`config.mk`:
```
export PLATFORM = sky130hd
export DESIGN_NAME = pipe_stage_flat
export DESIGN_NICKNAME = d
export VERILOG_FILES = /design/src/rtl/pipe_stage_if.sv /design/src/rtl/pipe_stage.sv /design/src/flat_wrapper.sv
export SDC_FILE = /design/constraint.sdc
export NUM_CORES = 1
export LEC_CHECK = 0
export CORE_UTILIZATION = 25
export CTS_CLUSTER_SIZE = 28
export DETAILED_ROUTE_END_ITERATION = 10
export GPL_ROUTABILITY_DRIVEN = 0
export HOLD_SLACK_MARGIN = 0.06
export SYNTH_ARGS = -nofsm -noshare
export SYNTH_HDL_FRONTEND = slang
export SYNTH_SLANG_ARGS = --single-unit
export TNS_END_PERCENT = 100
```
`constraint.sdc`:
```
create_clock -name clk -period 3.93 [get_ports clk]
set_clock_uncertainty 0.1 [all_clocks]
set_input_delay 0.5895 -clock clk [delete_from_list [all_inputs] [get_ports clk]]
set_output_delay 0.5895 -clock clk [all_outputs]
set_load 0.005 [all_outputs]
```
`src/rtl/pipe_stage_if.sv`:
```
// Valid/ready handshake bundle for pipe_stage: the upstream (in_*) and downstream (out_*) sides.
// slave is the stage's view, master is the view of the logic driving the stage.
interface pipe_stage_if #(
    parameter int DATA_W = 32
);
    logic              in_valid;
    logic              in_ready;
    logic [DATA_W-1:0] in_data;
    logic              out_valid;
    logic              out_ready;
    logic [DATA_W-1:0] out_data;

    modport slave (
        input  in_valid, in_data, out_ready,
        output in_ready, out_valid, out_data
    );

    modport master (
        output in_valid, in_data, out_ready,
        input  in_ready, out_valid, out_data
    );
endinterface

```
`src/rtl/pipe_stage.sv`:
```
// Reusable pipeline stage register with valid/ready handshake, flush and saturating event counters.
// Define PIPE_STAGE_SKID_EN to add the skid register S and a registered in_ready.
module pipe_stage #(
    parameter int DATA_W         = 32,
    parameter int CNT_W          = 16,
    parameter int CLEAR_ON_FLUSH = 1
) (
    input  logic             clk,
    input  logic             rst,
    input  logic             flush,
    pipe_stage_if.slave      bus,
    output logic [1:0]       occupancy,
    output logic [CNT_W-1:0] stall_cnt,
    output logic [CNT_W-1:0] flush_cnt
);

    function automatic logic [CNT_W-1:0] sat_inc(input logic [CNT_W-1:0] v);
        return (&v) ? v : v + CNT_W'(1);
    endfunction

    logic              r_m_vld;
    logic [DATA_W-1:0] r_m_data;
    logic [CNT_W-1:0]  r_stall_cnt;
    logic [CNT_W-1:0]  r_flush_cnt;
    logic              w_in_rdy;
    logic              w_in_xfer;
    logic              w_out_xfer;

`ifdef PIPE_STAGE_SKID_EN
    logic              r_s_vld;
    logic [DATA_W-1:0] r_s_data;

    // S being empty is the only acceptance condition, so in_ready never sees out_ready.
    assign w_in_rdy  = ~r_s_vld;
    assign occupancy = {r_m_vld & r_s_vld, r_m_vld ^ r_s_vld};
`else
    assign w_in_rdy  = ~r_m_vld | bus.out_ready;
    assign occupancy = {1'b0, r_m_vld};
`endif

    assign w_in_xfer     = bus.in_valid & w_in_rdy;
    assign w_out_xfer    = r_m_vld & bus.out_ready;
    assign bus.in_ready  = w_in_rdy;
    assign bus.out_valid = r_m_vld;
    assign bus.out_data  = r_m_data;
    assign stall_cnt     = r_stall_cnt;
    assign flush_cnt     = r_flush_cnt;

    always_ff @(posedge clk or posedge rst) begin
        if (rst) begin
            r_m_vld  <= 1'b0;
            r_m_data <= '0;
`ifdef PIPE_STAGE_SKID_EN
            r_s_vld  <= 1'b0;
            r_s_data <= '0;
`endif
        end else if (flush) begin
            r_m_vld <= 1'b0;
`ifdef PIPE_STAGE_SKID_EN
            r_s_vld <= 1'b0;
            if (CLEAR_ON_FLUSH != 0) r_s_data <= '0;
`endif
            if (CLEAR_ON_FLUSH != 0) r_m_data <= '0;
        end else begin
`ifdef PIPE_STAGE_SKID_EN
            // A draining S blocks input that cycle, so the S->M move never races a new beat.
            if (w_out_xfer && r_s_vld) begin
                r_m_data <= r_s_data;
                r_s_vld  <= 1'b0;
            end else if (w_in_xfer && r_m_vld && !bus.out_ready) begin
                r_s_data <= bus.in_data;
                r_s_vld  <= 1'b1;
            end else if (w_in_xfer) begin
                r_m_data <= bus.in_data;
                r_m_vld  <= 1'b1;
            end else if (w_out_xfer) begin
                r_m_vld <= 1'b0;
            end
`else
            if (w_in_xfer) begin
                r_m_data <= bus.in_data;
                r_m_vld  <= 1'b1;
            end else if (w_out_xfer) begin
                r_m_vld <= 1'b0;
            end
`endif
        end
    end

    always_ff @(posedge clk or posedge rst) begin
        if (rst) begin
            r_stall_cnt <= '0;
            r_flush_cnt <= '0;
        end else begin
            if (r_m_vld && !bus.out_ready && !flush) r_stall_cnt <= sat_inc(r_stall_cnt);
            if (flush && (occupancy != 2'd0))        r_flush_cnt <= sat_inc(r_flush_cnt);
        end
    end

endmodule
```
`src/flat_wrapper.sv`:
```
// flat-port wrapper written by rule: the top's interface ports become plain ports
module pipe_stage_flat 
#(
    parameter int DATA_W         = 32,
    parameter int CNT_W          = 16,
    parameter int CLEAR_ON_FLUSH = 1
)
  (clk, rst, flush, occupancy, stall_cnt, flush_cnt, bus_in_valid, bus_in_data, bus_out_ready, bus_in_ready, bus_out_valid, bus_out_data);
  pipe_stage_if #(.DATA_W(DATA_W)) bus_i ();
  input  logic clk;
  input  logic rst;
  input  logic flush;
  output logic [1:0] occupancy;
  output logic [CNT_W-1:0] stall_cnt;
  output logic [CNT_W-1:0] flush_cnt;
  input wire logic [$bits(bus_i.in_valid)-1:0] bus_in_valid;
  input wire logic [$bits(bus_i.in_data)-1:0] bus_in_data;
  input wire logic [$bits(bus_i.out_ready)-1:0] bus_out_ready;
  output wire logic [$bits(bus_i.in_ready)-1:0] bus_in_ready;
  output wire logic [$bits(bus_i.out_valid)-1:0] bus_out_valid;
  output wire logic [$bits(bus_i.out_data)-1:0] bus_out_data;
  assign bus_i.in_valid = bus_in_valid;
  assign bus_i.in_data = bus_in_data;
  assign bus_i.out_ready = bus_out_ready;
  assign bus_in_ready = bus_i.in_ready;
  assign bus_out_valid = bus_i.out_valid;
  assign bus_out_data = bus_i.out_data;
  pipe_stage #(.DATA_W(DATA_W), .CNT_W(CNT_W), .CLEAR_ON_FLUSH(CLEAR_ON_FLUSH)) u_core (.clk(clk), .rst(rst), .flush(flush), .bus(bus_i), .occupancy(occupancy), .stall_cnt(stall_cnt), .flush_cnt(flush_cnt));
endmodule
```
==> results of run 1 <==
## state kept, by name, summed over array words and instances, names as in the netlist
name / cells
u_core.flush_cnt: 16
u_core.stall_cnt: 16
u_core.bus.out_valid: 1
u_core.bus.out_data: 32
## cells in the mapped netlist, types with 2 or more instances
cell type                  number  area, um2
sky130_fd_sc_hd__nor4_2         2      25.02
sky130_fd_sc_hd__clkbuf_1       7      26.28
sky130_fd_sc_hd__a22o_1        32      280.3
sky130_fd_sc_hd__nand4_1       11      68.82
sky130_fd_sc_hd__inv_1          6      22.52
sky130_fd_sc_hd__mux2_2         3      33.78
sky130_fd_sc_hd__and3_1         5      31.28
sky130_fd_sc_hd__nand4_4        2      42.54
sky130_fd_sc_hd__o31ai_1        2      15.01
sky130_fd_sc_hd__xor2_1         9      78.83
sky130_fd_sc_hd__dfrtp_1       65       1627
sky130_fd_sc_hd__a31oi_1        6      37.54
sky130_fd_sc_hd__a21oi_1        7      35.03
sky130_fd_sc_hd__a311oi_1       2      17.52
sky130_fd_sc_hd__nor2_1         9      33.78
sky130_fd_sc_hd__nand2_1       10      37.54
sky130_fd_sc_hd__nor3_1         7      35.03
sky130_fd_sc_hd__nand3_1       11      55.05
sky130_fd_sc_hd__nor4_1         2      12.51
sky130_fd_sc_hd__o21ai_0        2      10.01
sky130_fd_sc_hd__xnor2_1       12      105.1
sky130_fd_sc_hd__and2_1         2      12.51
sky130_fd_sc_hd__ha_1           2      25.02
sky130_fd_sc_hd__and4_1         2      17.52
sky130_fd_sc_hd__buf_4          4      30.03
## cell usage in the layout (no fill, tap or decap), types with 3 or more instances in the layout
master / Yosys / routed
sky130_fd_sc_hd__xnor2_1: 12 / 12
sky130_fd_sc_hd__nand4_1: 11 / 11
sky130_fd_sc_hd__mux2_2: 3 / 3
sky130_fd_sc_hd__nand3_1: 11 / 11
sky130_fd_sc_hd__nor2_1: 9 / 8
sky130_fd_sc_hd__inv_1: 6 / 5
sky130_fd_sc_hd__clkbuf_1: 7 / 5
sky130_fd_sc_hd__clkbuf_16: 0 / 9
sky130_fd_sc_hd__xor2_1: 9 / 9
sky130_fd_sc_hd__a22o_1: 32 / 32
sky130_fd_sc_hd__dfrtp_1: 65 / 65
sky130_fd_sc_hd__and3_1: 5 / 5
sky130_fd_sc_hd__a31oi_1: 6 / 6
sky130_fd_sc_hd__buf_4: 4 / 3
sky130_fd_sc_hd__nand2_1: 10 / 10
sky130_fd_sc_hd__nor3_1: 7 / 7
sky130_fd_sc_hd__a21oi_1: 7 / 6
sky130_fd_sc_hd__clkdlybuf4s50_1: 0 / 103
## per-stage QoR
| stage | power (W) | utilization, % |
|---|---|---|
| floorplan | 0.0009516 | - |
| global placement | 0.001176 | 36.54 |
| detailed placement | 0.001182 | 36.54 |
| CTS | 0.001899 | 38.90 |
| global route | 0.001977 | 38.90 |
| finish | 0.001866 | 38.90 |
## cells by family after synthesis
logic type,count (synthesis),share of synthesized area [%]
and+or+nand+nor,73,16.30
DFF,65,57.57
AOI/OAI and AO/OA,52,14.35
xor gates and xnor gates,21,6.510
buffers and inverters,18,3.056
muxes,3,1.196
adders and majority gates,2,0.8856
other,1,0.1327
## metal layers
| metal | vias to the layer above | share of wire, % | wire [um] | GRT usage, % |
|---|---|---|---|---|
| met1 | 1113 | 46 | 3114 | 16.08 |
| li1 | 1087 | - | - | - |
| met2 | 67 | 47 | 3222 | 19.34 |
| met5 | - | 0 | 0 | 0 |
| met4 | 0 | 0.76 | 52 | 5.212 |
| met3 | 4 | 6.2 | 420 | 4.039 |
## where the power goes
part | total [W] | switching, W | internal, W
Clock | 0.000704 | 0.000263 | 0.000441
Sequential | 0.000825 | 0.0000833 | 0.000742
Combinational | 0.000337 | 0.000121 | 0.000216
## final cells by class
class	count	area share [%]
Clock buffer	15	6.059
Inverter	6	0.5294
Multi-Input combinational cell	152	26.29
Sequential cell	65	38.24
Tap cell	140	4.118
Timing Repair Buffer	106	24.76
## how the worst max path moves through the flow
stage / from / to / slack (ns) / cells after the start
detailed placement: bus_out_ready / bus_in_ready / 1.32 / 3
global placement: bus_out_ready / bus_in_ready / 1.32 / 3
floorplan: rst / u_core.bus.out_data[0]$_DFFE_PP0P_ / 1.61 / 1
CTS: bus_out_ready / bus_in_ready / 1.33 / 3
global route: bus_out_ready / bus_in_ready / 1.27 / 3
finish: bus_out_ready / bus_in_ready / 1.34 / 3
## critical path, cell delays in order
cell	delay, ns
sky130_fd_sc_hd__clkdlybuf4s50_1	0.53
sky130_fd_sc_hd__nand2b_1	0.24
sky130_fd_sc_hd__clkdlybuf4s50_1	0.55
==> impl_results.md, run 1 <==
* Via Count at approximately 2.3k
* Number of remaining DRC errors at 0
* Core area at between 10,000 and 15,000 um2
* Post CTS Setup Buffer Count at 0
* GRT Resource Usage Total at between 10% and 20%
* Final design instance area without fill at approximately 4300 um2
* Clk buf depth at 2
* Yosys cell types at 38
* Synthesized Nets at roughly 270
* CTS Hold Buffers Added at 0
* Final count of negative-setup-slack endpoints at 0
* Die area at 11,730 um2
* Share of synthesized area occupied by flip-flops and latches at 57.57%
* Timing-limited maximum frequency at slightly below 400 MHz
* Pre-CTS WS at 1.320 ns
* Per-cell routed wire length at between 10 and 15 um
* Clock Pin Slew Worst Setup and Hold Paths at 0.05 ns
* Dominant register cell in the synthesized netlist: sky130_fd_sc_hd__dfrtp_1
* Final hold violation count at 0
* Number of vias per cell at 4.692
* Static power due to leakage at around 1.8 nW
* Cell count after synthesis at about 240
* Critical Path Fanout Max at 5
* Number of routed nets with antenna violations at 0
* Number of standard-cell rows in the floorplan at 38
* Synth warnings at 0
* Final Critical Period at 2.594 ns
* Grt ovf at 0
* Fraction of layout cells with a size suffix above 1 at around 8.1%
* Initial antenna violation count at 0
* Worst R2R Path Depth at 4
* CP Data Required Time at ~3.2 ns
* Final worst path period share at between 60% and 70%
* CTS H-tree lvls at 3
* Synthesized cell area at ~2800 um2
* Avg Cell Area, Syn at approximately 12 um2
* Slew Viols, Final at 0
* Minimum setup slack in the final design at 1.336 ns
* Register-to-register path setup slack at 2.03 ns
* Global-route wire length before repair at 11.27 mm
* Slew HR at between 40% and 50%
* Worst-case hold path end point: u_core.stall_cnt[15]$_DFFE_PP0P_
* Worst hold path class: reg -> reg
* Vertical die dimension at between 100 and 150 um
* Worst hold slack after final layout at ~0.4 ns
* Estimated wirelength of the detail-placed design at 4.829 mm
* CP Class: in -> out
* Setup repair after global routing missed its margin: no
* Clock latency of the later-clocked register in the worst-skew pair at 0.32 ns
* Pin count of the biggest net entering global routing at 66
* TritonRoute pass-1 iters at 4
* Clk sink count at 65
* Placed cell area at 3996 um2
* TritonCTS clock tree: yes
* Fill cell count at 1,093
* Footprint of the flip-flops and latches at about 1600 um2
* Number of buffers created by CTS at 9
* Layout-stage area growth over the synthesis result at 50.58%
* Final TNS setup at 0 ns
* Number of enable-type register cells in the synthesized netlist at 0
* Nature of the critical path endpoint: output port
* Clock tree root buffer cell: sky130_fd_sc_hd__clkbuf_16
* Critical R2R Capture: u_core.stall_cnt[1]$_DFFE_PP0P_
* Net count of the finished layout at roughly 380
* Post-synthesis async set-or-reset flop share at between 90% and 100%
* Multi-input gate area in the final layout at around 1100 um2
* Initial Util at between 20% and 30%
* Crit Reg-Reg Startpoint: u_core.stall_cnt[12]$_DFFE_PP0P_
* Chip width at about 110 um
* Placed instance count at between 400 and 500
* Beginning of the worst hold path: u_core.stall_cnt[15]$_DFFE_PP0P_
* Finished Layout Cells at 484
* Port Buffers at a little over 100
* Critical Path AT at ~1.9 ns
* Instance count along the most critical hold path at 1
* Worst Tran Pin Value at roughly 0.8 ns
* Number of violations of the max-capacitance limit at 0
* Worst Setup Start Kind: input pin
* Via count of the first global-routing pass at 2,304
* Worst vdd rail ir drop at about 160 uV
* Run status: complete, no violations
* Wire length after detailed routing at about 6.8 mm
* Power per unit of standard cell area at roughly 440 nW/um2
* Starting DRT DRC Count at 64
* Antenna diodes at 0
* Flip-flop and latch count after synthesis at between 60 and 70
* Resized Gates After CTS at 0
* I/O pin cnt at around 110
No activity file was read; power rests on OpenSTA's default activity.
==> run 2: changes to the inputs <==
- clock period: 3.93 -> 2.5 ns (I/O delays scaled with it)
==> run 2 against run 1 <==
- critical path type unchanged
- combinational power increased by 61%
- sequential share of layout area decreased by 1.1 points
- utilization increased by 1.2 points
==> impl_results.md, run 2 (same netlist as run 1, synthesis figures left out) <==
* Antenna diodes at 0
* CTS H-tree lvls at 3
* CP Data Required Time at between 2 and 2.5 ns
* Finished Layout Cells at ~490
* Initial Util at between 20% and 30%
* Critical Path Slowest Stage Cell: sky130_fd_sc_hd__clkdlybuf4s50_1
* Switching Fraction at a little under a quarter
* Post CTS Setup Buffer Count at 0
* Port Buffers at between 100 and 150
* Die area at roughly 12,000 um2
* Leading cell type in the layout, fill and taps excluded: sky130_fd_sc_hd__clkdlybuf4s50_1
* Final count of negative-setup-slack endpoints at 0
* CTS Hold Buffers Added at 0
* Via count of the first global-routing pass at around 2.3k
* Max reg flops at 32
* Final Critical Period at 2.190 ns
* Pre-CTS WS at about 0.29 ns
* Core area at approximately 11,000 um2
* Power share of the combinational group at 16.2%
* Placed instance count at 470
* GRT Resource Usage Total at approximately 12%
* Slew HR at slightly below 60%
* Number of routed nets with antenna violations at 0
* Via Count at 2,251
* Number of buffers created by CTS at 9
* Routed length on met3 at 394 um
* Run status: complete, no violations
* Critical Path AT at 1.71 ns
* Number of violations of the max-capacitance limit at 0
* Wire length on met1 at 3.183 mm
* Clock tree root buffer cell: sky130_fd_sc_hd__clkbuf_16
* Number of remaining DRC errors at 0
* Power per unit of standard cell area at roughly 760 nW/um2
* Layout-stage area growth over the synthesis result at 55.05%
* Worst Tran Pin Value at 0.6204 ns
* Cell type group with the largest total delay on the critical path: buffers and inverters
* Final worst path period share at between 80% and 90%
* Net count of the finished layout at 380
* Grt ovf at 0
* Routed length on met2 at about 3.3 mm
* P_sw at 0.0007835 W
* Pin count of the biggest net entering global routing at 38
* Critical Path Fanout Max at 5
* Slew Viols, Final at 0
* Largest stage delay on the critical path at ~0.56 ns
* Number of vias per cell at approximately 4.6
* Number of standard-cell rows in the floorplan at 38
* Timing-limited maximum frequency at about 460 MHz
* Starting DRT DRC Count at 47
* Final TNS setup at 0 ns
* Worst hold path class: in -> async
* Cell breakdown of the critical path: clkdlybuf4s50_1 -> nand2b_1 -> clkdlybuf4s50_1
* Global-route wire length before repair at 11.23 mm
* Share of power burned in registers at roughly 39%
* Worst Setup Start Kind: input pin
* Highest metal layer used by the detailed router: met4
* Initial antenna violation count at 0
* TritonRoute pass-1 iters at 4
* CP Class: in -> out
* Nature of the critical path endpoint: output port
* Estimated wirelength of the detail-placed design at 4.859 mm
* Worst vdd rail ir drop at between 300 and 400 uV
* Clock Pin Slew Worst Setup and Hold Paths at ~0.060 ns
* TritonCTS clock tree: yes
* Clk sink count at 65
* Cell-internal power at approximately 0.0026 W
* Most numerous cell on the critical path: sky130_fd_sc_hd__clkdlybuf4s50_1
* I/O pin cnt at between 100 and 150
* Minimum setup slack in the final design at between 0.3 and 0.4 ns
* Most frequent cells in the layout: 103 x sky130_fd_sc_hd__clkdlybuf4s50_1, 65 x sky130_fd_sc_hd__dfrtp_1, 32 x sky130_fd_sc_hd__a22o_1
* Clock latency of the later-clocked register in the worst-skew pair at 0.32 ns
* Power share of the clock group at between 40% and 50%
* Resized Gates After CTS at 0
* Setup repair after global routing missed its margin: no
* Final hold violation count at 0
* Static power due to leakage at roughly 1.9 nW
* Design Power at 0.003349 W
* Per-cell routed wire length at around 14 um
* Fraction of layout cells with a size suffix above 1 at around 10%
* Clk buf depth at 2
* WP buf/inv at 2
* Chip width at roughly 110 um
* Vertical die dimension at about 110 um
* Wire length after detailed routing at about 7 mm
-- run 2: worst paths after layout --
| kind | to | depth (start not counted) | slack (ns) | start |
|---|---|---|---|---|
| hold / removal | u_core.bus.out_data[23]$_DFFE_PP0P_ | 2 | 0.35 | rst |
| min in group clk | u_core.stall_cnt[15]$_DFFE_PP0P_ | 1 | 0.39 | u_core.stall_cnt[15]$_DFFE_PP0P_ |
| setup reg to reg | u_core.stall_cnt[1]$_DFFE_PP0P_ | 4 | 0.65 | u_core.stall_cnt[13]$_DFFE_PP0P_ |
| max in group asynchronous | u_core.flush_cnt[10]$_DFFE_PP0P_ | 3 | 1.33 | rst |
| hold reg to reg | u_core.stall_cnt[15]$_DFFE_PP0P_ | 1 | 0.39 | u_core.stall_cnt[15]$_DFFE_PP0P_ |
| setup / recovery | bus_in_ready | 3 | 0.31 | bus_out_ready |
-- run 2: final cells by class --
class,count,area [um2]
Clock buffer,12,266.5
Inverter,6,22.52
Multi-Input combinational cell,152,1119
Clock inverter,4,97.59
Tap cell,140,175.2
Fill cell,1074,6555
Timing Repair Buffer,107,1074
Sequential cell,65,1627
-- run 2: per-stage QoR --
stage	hold WS [ns]	cell area [um2]	utilization (%)
6_report	0.3496	4380	40.06
4_1_cts	0.3691	4380	40.06
3_5_place_dp	0.3816	4016	36.73
2_1_floorplan	0.3844	2825	-
5_1_grt	0.4087	4380	40.06
3_3_place_gp	0.3901	4016	36.73
-- run 2: power by group through the flow --
stage	combinational (W)	clock [W]	sequential, W
detailed placement	0.000555	0	0.00131
CTS	0.000556	0.00155	0.00130
floorplan	0.000196	0	0.00130
finish	0.000543	0.00151	0.00130
global route	0.000596	0.00160	0.00132
global placement	0.000542	0	0.00131
-- run 2: routing by layer --
| metal | vias up | GRT usage [%] |
|---|---|---|
| met1 | 1092 | 15.58 |
| li1 | 1092 | - |
| met4 | 0 | 4.054 |
| met3 | 5 | 4.159 |
| met5 | - | 0 |
| met2 | 62 | 19.84 |
==> run 3: changes to the inputs <==
- CTS_BUF_LIST: unset -> sky130_fd_sc_hd__clkbuf_4
==> run 3 against run 2 <==
- routed wire length down 0.45%
- total power down 19%
- highest routed layer unchanged
- die area unchanged
- largest cell class unchanged
- first-iteration DRC count down 13%
- via count about the same
- worst hold slack worse by 0.093 ns
- combinational power about the same
- clock-buffer cell count down 3
- sequential share of layout area up 1.7 points
- largest power group is now registers
- setup slack worse by 0.0016 ns
- critical endpoint unchanged
- critical path depth unchanged
==> impl_results.md, run 3 (same netlist as run 1, synthesis figures left out) <==
* Final Critical Period at about 2.2 ns
* Wire length after detailed routing at 6.861 mm
* Number of standard-cell rows in the floorplan at 38
* Estimated wirelength of the detail-placed design at 4.859 mm
* TritonRoute pass-1 iters at 4
* Static power due to leakage at ~1.8 nW
* Critical Path Fanout Max at 5
* Clk sink count at 65
* Layout-stage area growth over the synthesis result at 48.41%
* Setup repair after global routing missed its margin: no
* GRT Resource Usage Total at 12.39%
* Initial Util at about 26%
* Via count of the first global-routing pass at roughly 2.3k
* Clock Pin Slew Worst Setup and Hold Paths at approximately 0.11 ns
* CP Data Required Time at between 2 and 2.5 ns
* Clock tree root buffer cell: sky130_fd_sc_hd__clkbuf_4
* Net count of the finished layout at 380
* Most Crowded Layer GR: met2
* Clock latency of the later-clocked register in the worst-skew pair at around 0.40 ns
* Core area at 10,940 um2
* Global-route wire length before repair at around 11 mm
* Grt ovf at 0
* Starting DRT DRC Count at a little over 40
* Run status: complete, no violations
* Resized Gates After CTS at 0
* Pin count of the biggest net entering global routing at 38
* Post-layout utilization of the core at 38.34%
* Per-cell routed wire length at around 14 um
* CP Class: in -> out
* Max reg flops at 32
* Post CTS Setup Buffer Count at 0
* Initial antenna violation count at 0
* CTS H-tree lvls at 3
* Antenna diodes at 0
* Final count of negative-setup-slack endpoints at 0
* Finished Layout Cells at 486
* Fraction of layout cells with a size suffix above 1 at a little under a tenth
* Timing-limited maximum frequency at roughly 460 MHz
* Final hold violation count at 0
* Power per unit of standard cell area at between 600 and 700 nW/um2
* Number of buffers created by CTS at 9
* Number of vias per cell at 4.630
* Die area at between 10,000 and 15,000 um2
* Fill cell count at between 1k and 1.5k
* TritonCTS clock tree: yes
* Placed cell area at ~4000 um2
* I/O pin cnt at approximately 110
* CTS Hold Buffers Added at 0
* Port Buffers at approximately 100
* Vertical die dimension at approximately 110 um
* Final worst path period share at 87.66%
* Placed instance count at 470
* Nature of the critical path endpoint: output port
* Worst Tran Pin Value at about 0.62 ns
* Number of routed nets with antenna violations at 0
* Number of violations of the max-capacitance limit at 0
* Chip width at ~110 um
* Critical Path AT at about 1.7 ns
* Slew Viols, Final at 0
* Final design instance area without fill at 4193 um2
* Number of remaining DRC errors at 0
* Via Count at between 2k and 2.5k
* Final TNS setup at 0 ns
* GR Util met1 at 15.43%
* Worst Setup Start Kind: input pin
* GR Util met3 at 3.797%
* Met2 Use GR at 19.75%
* Slew HR at 58.69%
* Leading cell type in the layout, fill and taps excluded: sky130_fd_sc_hd__clkdlybuf4s50_1
* Design Power at 0.002723 W
* Clk buf depth at 2
* Worst hold path class: in -> async
* Worst vdd rail ir drop at 293.5 uV
* Most frequent cells in the layout: 103 x sky130_fd_sc_hd__clkdlybuf4s50_1, 65 x sky130_fd_sc_hd__dfrtp_1, 32 x sky130_fd_sc_hd__a22o_1
run 3: cell types whose count changed in the layout (fill, tap and decap cells not counted), sizes merged:
| cell | before | now |
|---|---|---|
| clkbuf | 12 | 9 |
| clkinv | 0 | 3 |
run 3: critical path, cell delays in order:
cell,delay (ns)
sky130_fd_sc_hd__clkdlybuf4s50_1,0.54
sky130_fd_sc_hd__nand2b_1,0.24
sky130_fd_sc_hd__clkdlybuf4s50_1,0.56
run 3: through the flow:
stage               setup WS (ns)  hold slack, ns
floorplan                  0.3985          0.3844
global placement           0.2928          0.3901
detailed placement         0.2886          0.3816
CTS                        0.2813          0.2509
global route               0.2496          0.2761
finish                     0.3085          0.2570
run 3: routing by layer:
metal | up-vias | routed length [um]
li1 | 1086 | -
met1 | 1086 | 3135
met2 | 68 | 3224
met3 | 10 | 390
met4 | 0 | 111
met5 | - | 0
run 3: layout make-up:
class,count,area [um2],area share (%)
Multi-Input combinational cell,152,1119,26.68
Clock buffer,9,67.56,1.611
Timing Repair Buffer,107,1074,25.60
Inverter,6,22.52,0.5372
Tap cell,140,175.2,4.178
Clock inverter,7,108.9,2.596
Sequential cell,65,1627,38.79
run 3: where the power goes:
group,total (W),internal [W],switching (W)
Clock,0.000887,0.000497,0.000390
Sequential,0.00129,0.00116,0.000131
Combinational,0.000543,0.000344,0.000199
run 3: final timing paths:
check                                                 start                                  end  slack, ns  cells after the start
max                                           bus_out_ready                         bus_in_ready       0.31                      3
min                                                     rst  u_core.bus.out_data[23]$_DFFE_PP0P_       0.26                      2
max reg2reg                u_core.stall_cnt[12]$_DFFE_PP0P_      u_core.stall_cnt[1]$_DFFE_PP0P_       0.64                      4
min reg2reg                u_core.stall_cnt[15]$_DFFE_PP0P_     u_core.stall_cnt[15]$_DFFE_PP0P_       0.40                      1
max in group asynchronous                               rst     u_core.flush_cnt[10]$_DFFE_PP0P_       1.41                      3
min in group clk           u_core.stall_cnt[15]$_DFFE_PP0P_     u_core.stall_cnt[15]$_DFFE_PP0P_       0.40                      1
